===== src/rtl/div_iter_if.sv =====
// Start/result handshake between the execute stage and the iterative divider.
// The master drives the request; the slave (the divider) returns status and the packed result.
interface div_iter_if #(
  parameter int WIDTH = 32
);
  logic                 en;
  logic                 cancel;
  logic [WIDTH-1:0]     a;
  logic [WIDTH-1:0]     b;
  logic                 sign;
  logic                 busy;
  logic                 data_ok;
  logic [2*WIDTH-1:0]   result;

  modport master (
    output en, cancel, a, b, sign,
    input  busy, data_ok, result
  );

  modport slave (
    input  en, cancel, a, b, sign,
    output busy, data_ok, result
  );
endinterface


===== src/rtl/div_iter.sv =====
// Radix-2 restoring divider on operand magnitudes with sign fix-up on completion.
// Result is packed {remainder, quotient} to share the HI/LO write path with the multiplier.
module div_iter #(
  parameter int WIDTH = 32
) (
  input logic        clk,
  input logic        rst,
  div_iter_if.slave  bus
);

  localparam int            CW   = (WIDTH > 1) ? $clog2(WIDTH) : 1;
  localparam logic [CW-1:0] LAST = CW'(WIDTH - 1);

  typedef enum logic [1:0] {
    IDLE,
    BUSY,
    DONE
  } state_t;

  state_t             state, state_nxt;
  logic               accept, finish;
  logic [CW-1:0]      cnt;
  logic [WIDTH-1:0]   rem, quo, dvs, a_raw;
  logic               sa, sb;
  logic [2*WIDTH-1:0] result;

  logic               a_neg, b_neg;
  logic [WIDTH:0]     rem_sh, diff;
  logic               ge;
  logic [WIDTH-1:0]   rem_nxt, quo_nxt;

  assign a_neg = bus.sign & bus.a[WIDTH-1];
  assign b_neg = bus.sign & bus.b[WIDTH-1];

  // NOTE: sequential state uses non-blocking assignments so every register
  // samples pre-edge values regardless of process ordering.
  always_ff @(posedge clk) begin
    if (!rst) state <= IDLE;
    else      state <= state_nxt;
  end

  // NOTE: every output of this block gets a default first, so no path
  // through the case leaves a variable unassigned and no latch is inferred.
  always_comb begin
    state_nxt = state;
    accept    = 1'b0;
    finish    = 1'b0;
    if (bus.cancel) begin
      state_nxt = IDLE;
    end else begin
      case (state)
        IDLE: if (bus.en) begin
          state_nxt = BUSY;
          accept    = 1'b1;
        end
        BUSY: if (cnt == LAST) begin
          state_nxt = DONE;
          finish    = 1'b1;
        end
        DONE:    state_nxt = IDLE;
        default: state_nxt = IDLE;
      endcase
    end
  end

  // One restoring step: shift in the next dividend bit, subtract if it fits.
  always_comb begin
    rem_sh  = {rem, quo[WIDTH-1]};
    diff    = rem_sh - {1'b0, dvs};
    ge      = (rem_sh >= {1'b0, dvs});
    rem_nxt = ge ? diff[WIDTH-1:0] : rem_sh[WIDTH-1:0];
    quo_nxt = {quo[WIDTH-2:0], ge};
  end

  always_ff @(posedge clk) begin
    if (!rst) begin
      cnt    <= '0;
      rem    <= '0;
      quo    <= '0;
      dvs    <= '0;
      a_raw  <= '0;
      sa     <= 1'b0;
      sb     <= 1'b0;
      result <= '0;
    end else begin
      if (accept) begin
        cnt   <= '0;
        rem   <= '0;
        quo   <= a_neg ? -bus.a : bus.a;
        dvs   <= b_neg ? -bus.b : bus.b;
        a_raw <= bus.a;
        sa    <= a_neg;
        sb    <= b_neg;
      end else if (state == BUSY) begin
        cnt <= cnt + 1'b1;
        rem <= rem_nxt;
        quo <= quo_nxt;
      end
      // Final iteration result goes straight into the fix-up; a zero divisor
      // bypasses the datapath and reports the raw dividend.
      if (finish) begin
        if (dvs == '0) result <= {a_raw, {WIDTH{1'b1}}};
        else           result <= {sa ? -rem_nxt : rem_nxt,
                                  (sa ^ sb) ? -quo_nxt : quo_nxt};
      end
    end
  end

  assign bus.busy    = (state != IDLE);
  assign bus.data_ok = (state == DONE);
  assign bus.result  = result;

endmodule


===== src/flat_wrapper.sv =====
// flat-port wrapper written by rule: the top's interface ports become plain ports
module div_iter_flat 
#(
  parameter int WIDTH = 32
)
  (clk, rst, bus_en, bus_cancel, bus_a, bus_b, bus_sign, bus_busy, bus_data_ok, bus_result);
  div_iter_if #(.WIDTH(WIDTH)) bus_i ();
  input logic clk;
  input logic rst;
  input wire logic [$bits(bus_i.en)-1:0] bus_en;
  input wire logic [$bits(bus_i.cancel)-1:0] bus_cancel;
  input wire logic [$bits(bus_i.a)-1:0] bus_a;
  input wire logic [$bits(bus_i.b)-1:0] bus_b;
  input wire logic [$bits(bus_i.sign)-1:0] bus_sign;
  output wire logic [$bits(bus_i.busy)-1:0] bus_busy;
  output wire logic [$bits(bus_i.data_ok)-1:0] bus_data_ok;
  output wire logic [$bits(bus_i.result)-1:0] bus_result;
  assign bus_i.en = bus_en;
  assign bus_i.cancel = bus_cancel;
  assign bus_i.a = bus_a;
  assign bus_i.b = bus_b;
  assign bus_i.sign = bus_sign;
  assign bus_busy = bus_i.busy;
  assign bus_data_ok = bus_i.data_ok;
  assign bus_result = bus_i.result;
  div_iter #(.WIDTH(WIDTH)) u_core (.clk(clk), .rst(rst), .bus(bus_i));
endmodule

===== config.mk =====
export PLATFORM = sky130hd
export DESIGN_NAME = div_iter_flat
export DESIGN_NICKNAME = d
export VERILOG_FILES = /design/src/rtl/div_iter_if.sv /design/src/rtl/div_iter.sv /design/src/flat_wrapper.sv
export SDC_FILE = /design/constraint.sdc
export NUM_CORES = 1
export LEC_CHECK = 0
export ABC_CLOCK_PERIOD_IN_PS = 5900
export BUFFER_PORTS_ARGS = -buffer_cell sky130_fd_sc_hd__buf_2
export CORE_MARGIN = 4
export CORE_UTILIZATION = 60
export DETAILED_ROUTE_END_ITERATION = 12
export PLACE_DENSITY = 0.81
export SLEW_MARGIN = 15
export SYNTH_ARGS = -nofsm -noshare
export SYNTH_HDL_FRONTEND = slang
export SYNTH_SLANG_ARGS = --single-unit

===== constraint.sdc =====
create_clock -name clk -period 5.9 [get_ports clk]
set_clock_uncertainty 0.1 [all_clocks]
set_input_delay 0.295 -clock clk [delete_from_list [all_inputs] [get_ports clk]]
set_output_delay 0.295 -clock clk [all_outputs]
set_load 0.02 [all_outputs]

After elaboration in Yosys (flattened, before gate mapping)
Cells that the tools add are included.

storage, ports and cells
  bits in registers = 201
  logic and storage cells = 49
  output and inout port bits = 66

operators by class
  reductions and logical operators = 7
  muxes and demuxes = 17
  equal/unequal tests = 5
  order comparisons = 1
  bitwise gates (word level) = 4
  $add $sub $neg = 6

operator list
  operator               number
  $mux W32               7
  $neg A32 Y32           4
  $mux W64               1
  $ge A33 B32 Y1         1
  $logic_not A32 Y1      1
  $sub A32 B32 Y32       1
  $mux W1                6
  $add A5 B1 Y5 const B  1
  $eq A5 B5 Y1 const B   1
  $mux W2                2
  $pmux W2 S2            1
  $reduce_bool A2 Y1     2
  $reduce_or A2 Y1       2
  $and A1 B1 Y1          2
  $eq A2 B1 Y1 const B   1
  $eq A2 B2 Y1 const B   1
  $logic_not A2 Y1       1
  $ne A2 B1 Y1 const B   1
  $ne A2 B2 Y1 const B   1
  $reduce_and A2 Y1      1
  $not A1 Y1             1
  $xor A1 B1 Y1          1

Depth between registers and ports, before layout
Gate-level depths: netlist (run 1).

  word-level depth = 5
  gate-level depth with buffers = 24

Worst setup path before layout (run 1)
OpenSTA, ideal clock, no wires.

  path type = register -> register
  start = register u_core.dvs[1]
  end = register u_core.result[62], in the netlist u_core.bus.result[62]
  clock period less this slack = 4.695 ns
  cell stages (with the launch flop) = 23
  library setup time = 0.103 ns
  required time = 5.697 ns
  slack = 1.205 ns
  arrival time = 4.492 ns
  path buffers = 4
  cells stage by stage = dfxtp_1 -> inv_1 -> ha_1 -> nor2b_1 -> o31ai_2 -> a2111oi_4 -> o311ai_4 -> a21oi_4 -> inv_2 -> buf_6 -> buf_6 -> buf_2 -> buf_2 -> o21ai_0 -> inv_1 -> ha_1 -> and2_1 -> and4_1 -> nor2_1 -> nor4_1 -> a41o_1 -> xnor2_1 -> a2111oi_2

between the ends
  word-level cells in the longest chain between the ends = 5
  elaborated cells on any way between the ends = 7
  those cells by class = 2 x add/sub; 1 x order compare; 3 x mux; 1 x reduce/logical

RTL lines
  item                                                       line                            text
  from (decl)                                                div_iter.sv:23                  logic [WIDTH-1:0] rem, quo, dvs, a_raw;
  from (signal assigned)                                     div_iter.sv:90                  dvs <= b_neg ? -bus.b : bus.b;
  $sub A32 B32 Y32 / $ge A33 B32 Y1 (equally long branches)  div_iter.sv:69, div_iter.sv:70
  $mux W32                                                   div_iter.sv:71                  rem_nxt = ge ? diff[WIDTH-1:0] : rem_sh[WIDTH-1:0];
  $neg A32 Y32                                               div_iter.sv:103                 else result <= {sa ? -rem_nxt : rem_nxt,
  $mux W32                                                   div_iter.sv:103
  $mux W64 (*)                                               div_iter.sv:102                 if (dvs == '0) result <= {a_raw, {WIDTH{1'b1}}};
  to (signal assigned)                                       div_iter.sv:102
  to (signal assigned)                                       div_iter.sv:103
  to (decl)                                                  div_iter.sv:25                  logic [2*WIDTH-1:0] result;

Every way passes the cells marked *; elsewhere a longest branch is shown, timed or not.
A chain may end at the register's enable or synchronous reset.

Final worst setup path (run 1)
  start = register u_core.rem[7]
  end = register u_core.result[62], in the netlist u_core.bus.result[62]

between the ends
  word-level cells in the longest chain between the ends = 5
  elaborated cells on any way between the ends = 6
  those cells by class = 2 x add/sub; 1 x order compare; 3 x mux

RTL lines
  item                                                       line                            text
  from (decl)                                                div_iter.sv:23
  from (signal assigned)                                     div_iter.sv:96                  rem <= rem_nxt;
  $sub A32 B32 Y32 / $ge A33 B32 Y1 (equally long branches)  div_iter.sv:69, div_iter.sv:70
  $mux W32 (*)                                               div_iter.sv:71
  $neg A32 Y32                                               div_iter.sv:103
  $mux W32 (*)                                               div_iter.sv:103
  $mux W64 (*)                                               div_iter.sv:102

Marked as above.

==> key figures, run 1 <==
Detailed routing
  • Drc violations: 0
  • DR WL/cell: 20.3 µm
  • DR vias/cell: 6.46
  • Routed Antenna Nets: 0
  • Via Count: 13841
  • DRT iter0 DRCs: 1522
  • Final Routed Wirelength: 43500 µm
  • Pre-antenna DRT Iters: 5

Place
  • GP Congestion: 0.964
  • Placed cells: 2070
  • Port Buffers: 134
  • Hpwl dp: 31100 µm

STA
  • Slew HR: 0.406
  • Setup tns final: 0 ps
  • Actual slew at the worst max-slew pin: 889 ps
  • Fin crit share: 0.865
  • Setup-failing EPs final: 0
  • Crit path time final: 5110 ps
  • RSZ-0062 raised after global routing: false
  • Hold Vio Cnt, Final: 0
  • Slew Viols, Final: 0
  • Max frequency: 196 MHz

Clock tree
  • CTS tree: built
  • Clk root buf: clkbuf_16
  • Clk pin slew, worst setup/hold paths: 60 ps
  • H-tree level count: 1
  • CTS Buf Count: 23
  • Deepest clock path buffer count: 3
  • Clk sinks: 201
  • Clock latency on the worst-skew pair: 530 ps
  • Setup Fix Bufs, Post-CTS: 0

Floorplan
  • Core Box Area: 0.0212 mm²
  • Initial Util: 0.617
  • Die Y: 156 µm
  • Die ar.: 0.0243 mm²
  • Core Rows: 53
  • Die X: 156 µm
  • # IOs: 135

Setup path
  • Crit Path Category: flop to flop
  • Critical path arrival: 5410 ps
  • Crit path depth: 19
  • Critical Path Source: u_core.rem[7]
  • CP bufs+invs: 3
  • CP cell instances: ha_1 > nand2_1 > o21ai_2 > a41o_1 > o311ai_4 > a21oi_4 > inv_2 > buf_4 > nand2_1 > o21ai_0 > inv_1 > ha_1 > and2_1 > and4_1 > nor2_1 > nor4_1 > a41o_1 > xnor2_1 > a2111oi_2
  • Worst R2R Path Depth: 19
  • Crit-path max FO: 46
  • CP max stage delay: 480 ps
  • Worst setup endpoint: u_core.bus.result[62]
  • Slowest-stage cell, CP: dfxtp_1
  • R2R Path End: u_core.bus.result[62]
  • R2r setup slk: 790 ps
  • Startpoint types: flop
  • Critical Path RT: 6200 ps
  • Setup crit end kind: flop
  • Launching point of the worst reg2reg path: u_core.rem[7]
  • CP top delay family: compound AO/OA/AOI/OAI gates

Yosys
  • Syn Area/Cell: 7.42 µm²
  • Share of the synthesized area in the top cell type: 0.307
  • Post-synth net total: 1874
  • Top cells by count, synth: nand2_1, dfxtp_1, nor2_1
  • Yosys cell types: 95
  • Post-synth top flop: dfxtp_1
  • Largest area contributor in the netlist: dfxtp_1
  • EDFF count, synth: 0
  • Top cells by area, synth: dfxtp_1, nand2_1, a21oi_1
  • Cell with the most instances after synthesis: nand2_1
  • Sequential area share after synthesis: 0.307
  • Cells after synthesis: 1766
  • Synth Cell Area: 0.0131 mm²
  • Async SR Flop Fraction: 0
  • Seq cells post-synth: 201
  • Synth warn: 0

Final layout
  • Antenna Cells: 0
  • Share of post-route cells with drive strength above 1: 0.131
  • NumNets Final: 1961
  • Fin cells: 2144
  • Synthesis-to-layout area growth: 13.3%
  • Fillcell total: 1784

Power and ir drop
  • Sw frac: 0.368
  • PD cells: 291 mW/mm²
  • Lkg Pwr: 0.00580 µW
  • Internal power: 2730 µW
  • Switching power: 1590 µW
  • Seq pwr share: 0.341
  • Logic pwr share: 0.335
  • Clock power share: 0.324
  • Worst vdd ir: 234 µV

Run
  • Max Cap Viol: 0

Global routing
  • Wire length of the first global-routing pass: 68100 µm
  • Initial antenna violation count: 1
  • Largest net degree at the start of global routing: 81
  • Congestion Overflow GR: 0
  • Vias in the first global route: 12585
  • GRT Util Overall: 0.346

Hold path
  • Hold/Removal Path Class: primary input to flop

Outcome
  • Outcome: finished clean
layout by cell type (no fill, tap or decap), types with 29 or more instances in the layout:
master           n
nand2_1        245
dfxtp_1        201
nor2_1         197
a21oi_1        173
buf_2          134
o21ai_0        122
xnor2_1         71
inv_1           57
a211oi_1        56
nor3_1          55
xor2_1          48
ha_1            38
dlygate4sd3_1   33
a31oi_1         29
power groups by stage:
stage	Combinational, µW	Clock [µW]	Sequential [µW]
global route	1570	1460	1480
detailed placement	1380	0	1500
floorplan	1030	0	1480
global placement	1370	0	1500
CTS	1410	1410	1470
finish	1450	1400	1470
sequential cells by signal, summed over array words and instances, names as in the netlist:
register / count
u_core.sb: 1
u_core.a_raw: 32
u_core.cnt: 5
u_core.rem: 32
u_core.quo: 32
u_core.dvs: 32
u_core.sa: 1
u_core.bus.result: 64
u_core.state: 2
routing by layer:
| layer | global-route usage | vias to the layer above | wire (µm) |
|---|---|---|---|
| met1 | 0.511 | 6485 | 19300 |
| met4 | 0.0950 | 2 | 1240 |
| met5 | 0 | - | 13 |
| met3 | 0.0810 | 90 | 4590 |
| met2 | 0.505 | 730 | 18400 |
| li1 | - | 6534 | - |
logic make-up after synthesis:
| logic type | Yosys count | synth area share |
|---|---|---|
| mux | 16 | 0.0124 |
| compound gates | 550 | 0.276 |
| simple gates | 659 | 0.231 |
| flops | 201 | 0.307 |
| fa+ha+maj | 39 | 0.0378 |
| buf+inv | 182 | 0.0559 |
| xor+xnor | 119 | 0.0796 |
through the flow:
| stage | setup WS, ps | power, µW | util | instance area (µm²) | hold WS (ps) |
|---|---|---|---|---|---|
| final | 794 | 4320 | 0.699 | 14800 | 18.7 |
| after global placement | 1140 | 2870 | 0.649 | 13800 | 342 |
| after detailed placement | 979 | 2870 | 0.649 | 13800 | 348 |
| after CTS | 919 | 4290 | 0.699 | 14800 | 5.70 |
| after floorplan | 1200 | 2510 | - | 13100 | 273 |
| after global routing | 545 | 4500 | 0.699 | 14800 | 7.57 |
worst min path at each step:
stage | from | cells after the start | end
global placement | u_core.bus.result[40] | 2 | u_core.bus.result[40]
global route | bus_a[20] | 3 | u_core.a_raw[20]
finish | bus_a[20] | 3 | u_core.a_raw[20]
floorplan | bus_cancel | 1 | u_core.state[0]
detailed placement | u_core.a_raw[19] | 2 | u_core.a_raw[19]
CTS | bus_b[9] | 3 | u_core.dvs[9]
final cells by class:
type | instances | area (µm²) | area share
flip-flops and latches | 201 | 4020 | 0.271
repair buffers | 185 | 1140 | 0.0766
well taps | 275 | 344 | 0.0232
clock inverters | 7 | 41.3 | 0.00278
inverters | 59 | 221 | 0.0149
multi-input cells | 1383 | 8370 | 0.564
clock buffers | 34 | 697 | 0.0470
worst min-delay path, cell delays in order:
cell and delay, ps:
buf_2 140, nand2_1 70, a21oi_1 70
timing repair:
item	CTS	global route
resized for setup	0	0
hold buffers	33	0
hold endpoints to repair	32	0
No activity file was read; power rests on OpenSTA's default activity.
==> run 2, diff against run 1 <==
Settings changed: BUFFER_PORTS_ARGS -buffer_cell sky130_fd_sc_hd__buf_2 to -buffer_cell sky130_fd_sc_hd__clkbuf_2.
==> run 2 against run 1 <==
Flip-flop and latch count did not move. Wire length down 1.4%. Fmax up 1.3%. Critical path depth down 1. First-iteration DRC count is 12% higher. Global-route usage shrank 0.51 points. Die area did not move. Combinational power barely moved. Non-clock buffer count fell by 4. Highest routed layer is now met4.
==> key figures, run 2 (synthesis results as in run 1) <==
Final layout
  • Commonest non-fill, non-tap cell in the layout: nand2_1
  • Max FFs per register: 64
  • NumNets Final: 1957
  • Area of the multi-input gates: 0.00837 mm²
  • Fin cells: 2140
  • Top reg by flops: u_core.bus.result
  • Antenna Cells: 0
  • Share of post-route cells with drive strength above 1: 0.131
  • Fillcell total: 1801
  • Sequential standard cell area: 0.00402 mm²
  • Synthesis-to-layout area growth: 12.9%
  • Highest-count cells in the layout ignoring fill and taps: nand2_1, dfxtp_1, nor2_1, a21oi_1, clkbuf_2

Floorplan
  • # IOs: 135
  • Die X: 156 µm
  • Die ar.: 0.0243 mm²
  • Initial Util: 0.617
  • Core Rows: 53
  • Die Y: 156 µm
  • Core Box Area: 0.0212 mm²

Clock tree
  • Clk pin slew, worst setup/hold paths: 60 ps
  • Clk sinks: 201
  • Clk root buf: clkbuf_16
  • Setup Fix Bufs, Post-CTS: 0
  • Deepest clock path buffer count: 3
  • H-tree level count: 1
  • CTS tree: built
  • Clock latency on the worst-skew pair: 520 ps
  • CTS Buf Count: 23

STA
  • Final worst setup slack: 862 ps
  • Slew Viols, Final: 0
  • Slew HR: 0.259
  • Setup tns final: 0 ps
  • Setup-failing EPs final: 0
  • Fin crit share: 0.854
  • RSZ-0062 raised after global routing: false
  • Hold_ws: 11.6 ps
  • Hold Vio Cnt, Final: 0
  • Max frequency: 198 MHz
  • Crit path time final: 5040 ps
  • Actual slew at the worst max-slew pin: 1100 ps

Setup path
  • Startpoint types: flop
  • Setup crit end kind: flop
  • R2R Path End: u_core.bus.result[62]
  • R2r setup slk: 860 ps
  • Critical Path Source: u_core.dvs[10]
  • Launching point of the worst reg2reg path: u_core.dvs[10]
  • Worst R2R Path Depth: 18
  • Crit Path Category: flop to flop
  • Crit-path max FO: 10
  • Critical path arrival: 5340 ps
  • Critical Path RT: 6200 ps
  • Worst setup endpoint: u_core.bus.result[62]

Detailed routing
  • Final Routed Wirelength: 42900 µm
  • Drc violations: 0
  • DR vias/cell: 6.49
  • DRT iter0 DRCs: 1711
  • Met2 WL: 18400 µm
  • Pre-antenna DRT Iters: 6
  • DR WL/cell: 20.0 µm
  • Met3 Routed Length: 4540 µm
  • Met1 WL: 19000 µm
  • Highest Signal Layer: met4
  • Via Count: 13878
  • Routed Antenna Nets: 0

Global routing
  • Initial antenna violation count: 1
  • Largest net degree at the start of global routing: 82
  • GRT Util Overall: 0.340
  • Congestion Overflow GR: 0
  • Wire length of the first global-routing pass: 67200 µm
  • Vias in the first global route: 12522

Hold path
  • Hold/Removal Path Class: primary input to flop

Place
  • Hpwl dp: 31100 µm
  • Port Buffers: 134
  • Placed cells: 2071
  • GP Congestion: 0.971
  • Setup Slack @ Placement: 1050 ps

Power and ir drop
  • PD cells: 292 mW/mm²
  • Sw frac: 0.367
  • Worst vdd ir: 192 µV
  • Logic pwr share: 0.335
  • Lkg Pwr: 0.00574 µW
  • Internal power: 2730 µW
  • Clock power share: 0.324
  • Switching power: 1580 µW
  • Seq pwr share: 0.341

Outcome
  • Outcome: finished clean

Run
  • Max Cap Viol: 0
-- run 2: cell types whose count changed in the layout (fill, tap and decap cells not counted), sizes merged --
cell / before / now
buf: 152 / 19
bufinv: 0 / 1
clkbuf: 34 / 164
clkinv: 5 / 8
clkinvlp: 1 / 0
dlygate4sd3: 33 / 28
inv: 60 / 61
-- run 2: cell type report --
cell class	count	share of cell area
Sequential cell	201	0.272
Inverter	59	0.0150
Timing Repair Buffer	181	0.0740
Multi-Input combinational cell	1383	0.566
Clock buffer	30	0.0434
Clock inverter	11	0.00609
Tap cell	275	0.0233
-- run 2: routing by layer --
layer	track usage	vias to the layer above
li1	-	6524
met2	0.511	757
met1	0.512	6517
met4	0.0809	0
met5	0	-
met3	0.0563	80
-- run 2: worst min path at each step --
stage	slack [ps]	startpoint	endpoint	depth (start not counted)
floorplan	270	bus_cancel	u_core.state[0]	1
global placement	340	u_core.a_raw[22]	u_core.a_raw[22]	2
detailed placement	350	u_core.a_raw[26]	u_core.a_raw[26]	2
CTS	0.6	bus_a[14]	u_core.a_raw[14]	3
global route	30	bus_a[14]	u_core.a_raw[14]	3
finish	10	bus_a[14]	u_core.a_raw[14]	3
-- run 2: per-stage QoR --
step	cell area [µm²]	utilization	power (µW)
after floorplan	13100	-	2510
after global placement	13800	0.649	2870
after detailed placement	13800	0.649	2880
after CTS	14800	0.697	4280
after global routing	14800	0.697	4500
final	14800	0.697	4310
-- run 2: repair_timing --
action | in CTS | in global routing
gates resized for setup | 0 | 0
hold buffers | 28 | 0
endpoints found under the hold margin | 27 | 0
setup endpoints to repair | 0 | 0
-- run 2: critical path, cell delays in order (launching register included) --
cell       delay [ps]
dfxtp_1           350
inv_1              50
ha_1              450
and2_1            270
nand3_1           160
a2111oi_4         490
o311ai_4          180
a21oi_4           400
inv_2              70
o21ai_0           350
inv_1              90
ha_1              260
and2_1            160
and4_1            200
nor2_1            420
nor4_1            110
a41o_1            270
xnor2_1           140
a2111oi_2         370
-- run 2: power by group through the flow --
stage | Sequential (µW) | Combinational (µW) | Clock (µW)
global placement | 1500 | 1370 | 0
floorplan | 1480 | 1030 | 0
detailed placement | 1500 | 1380 | 0
CTS | 1470 | 1410 | 1400
finish | 1470 | 1440 | 1400
global route | 1480 | 1570 | 1450
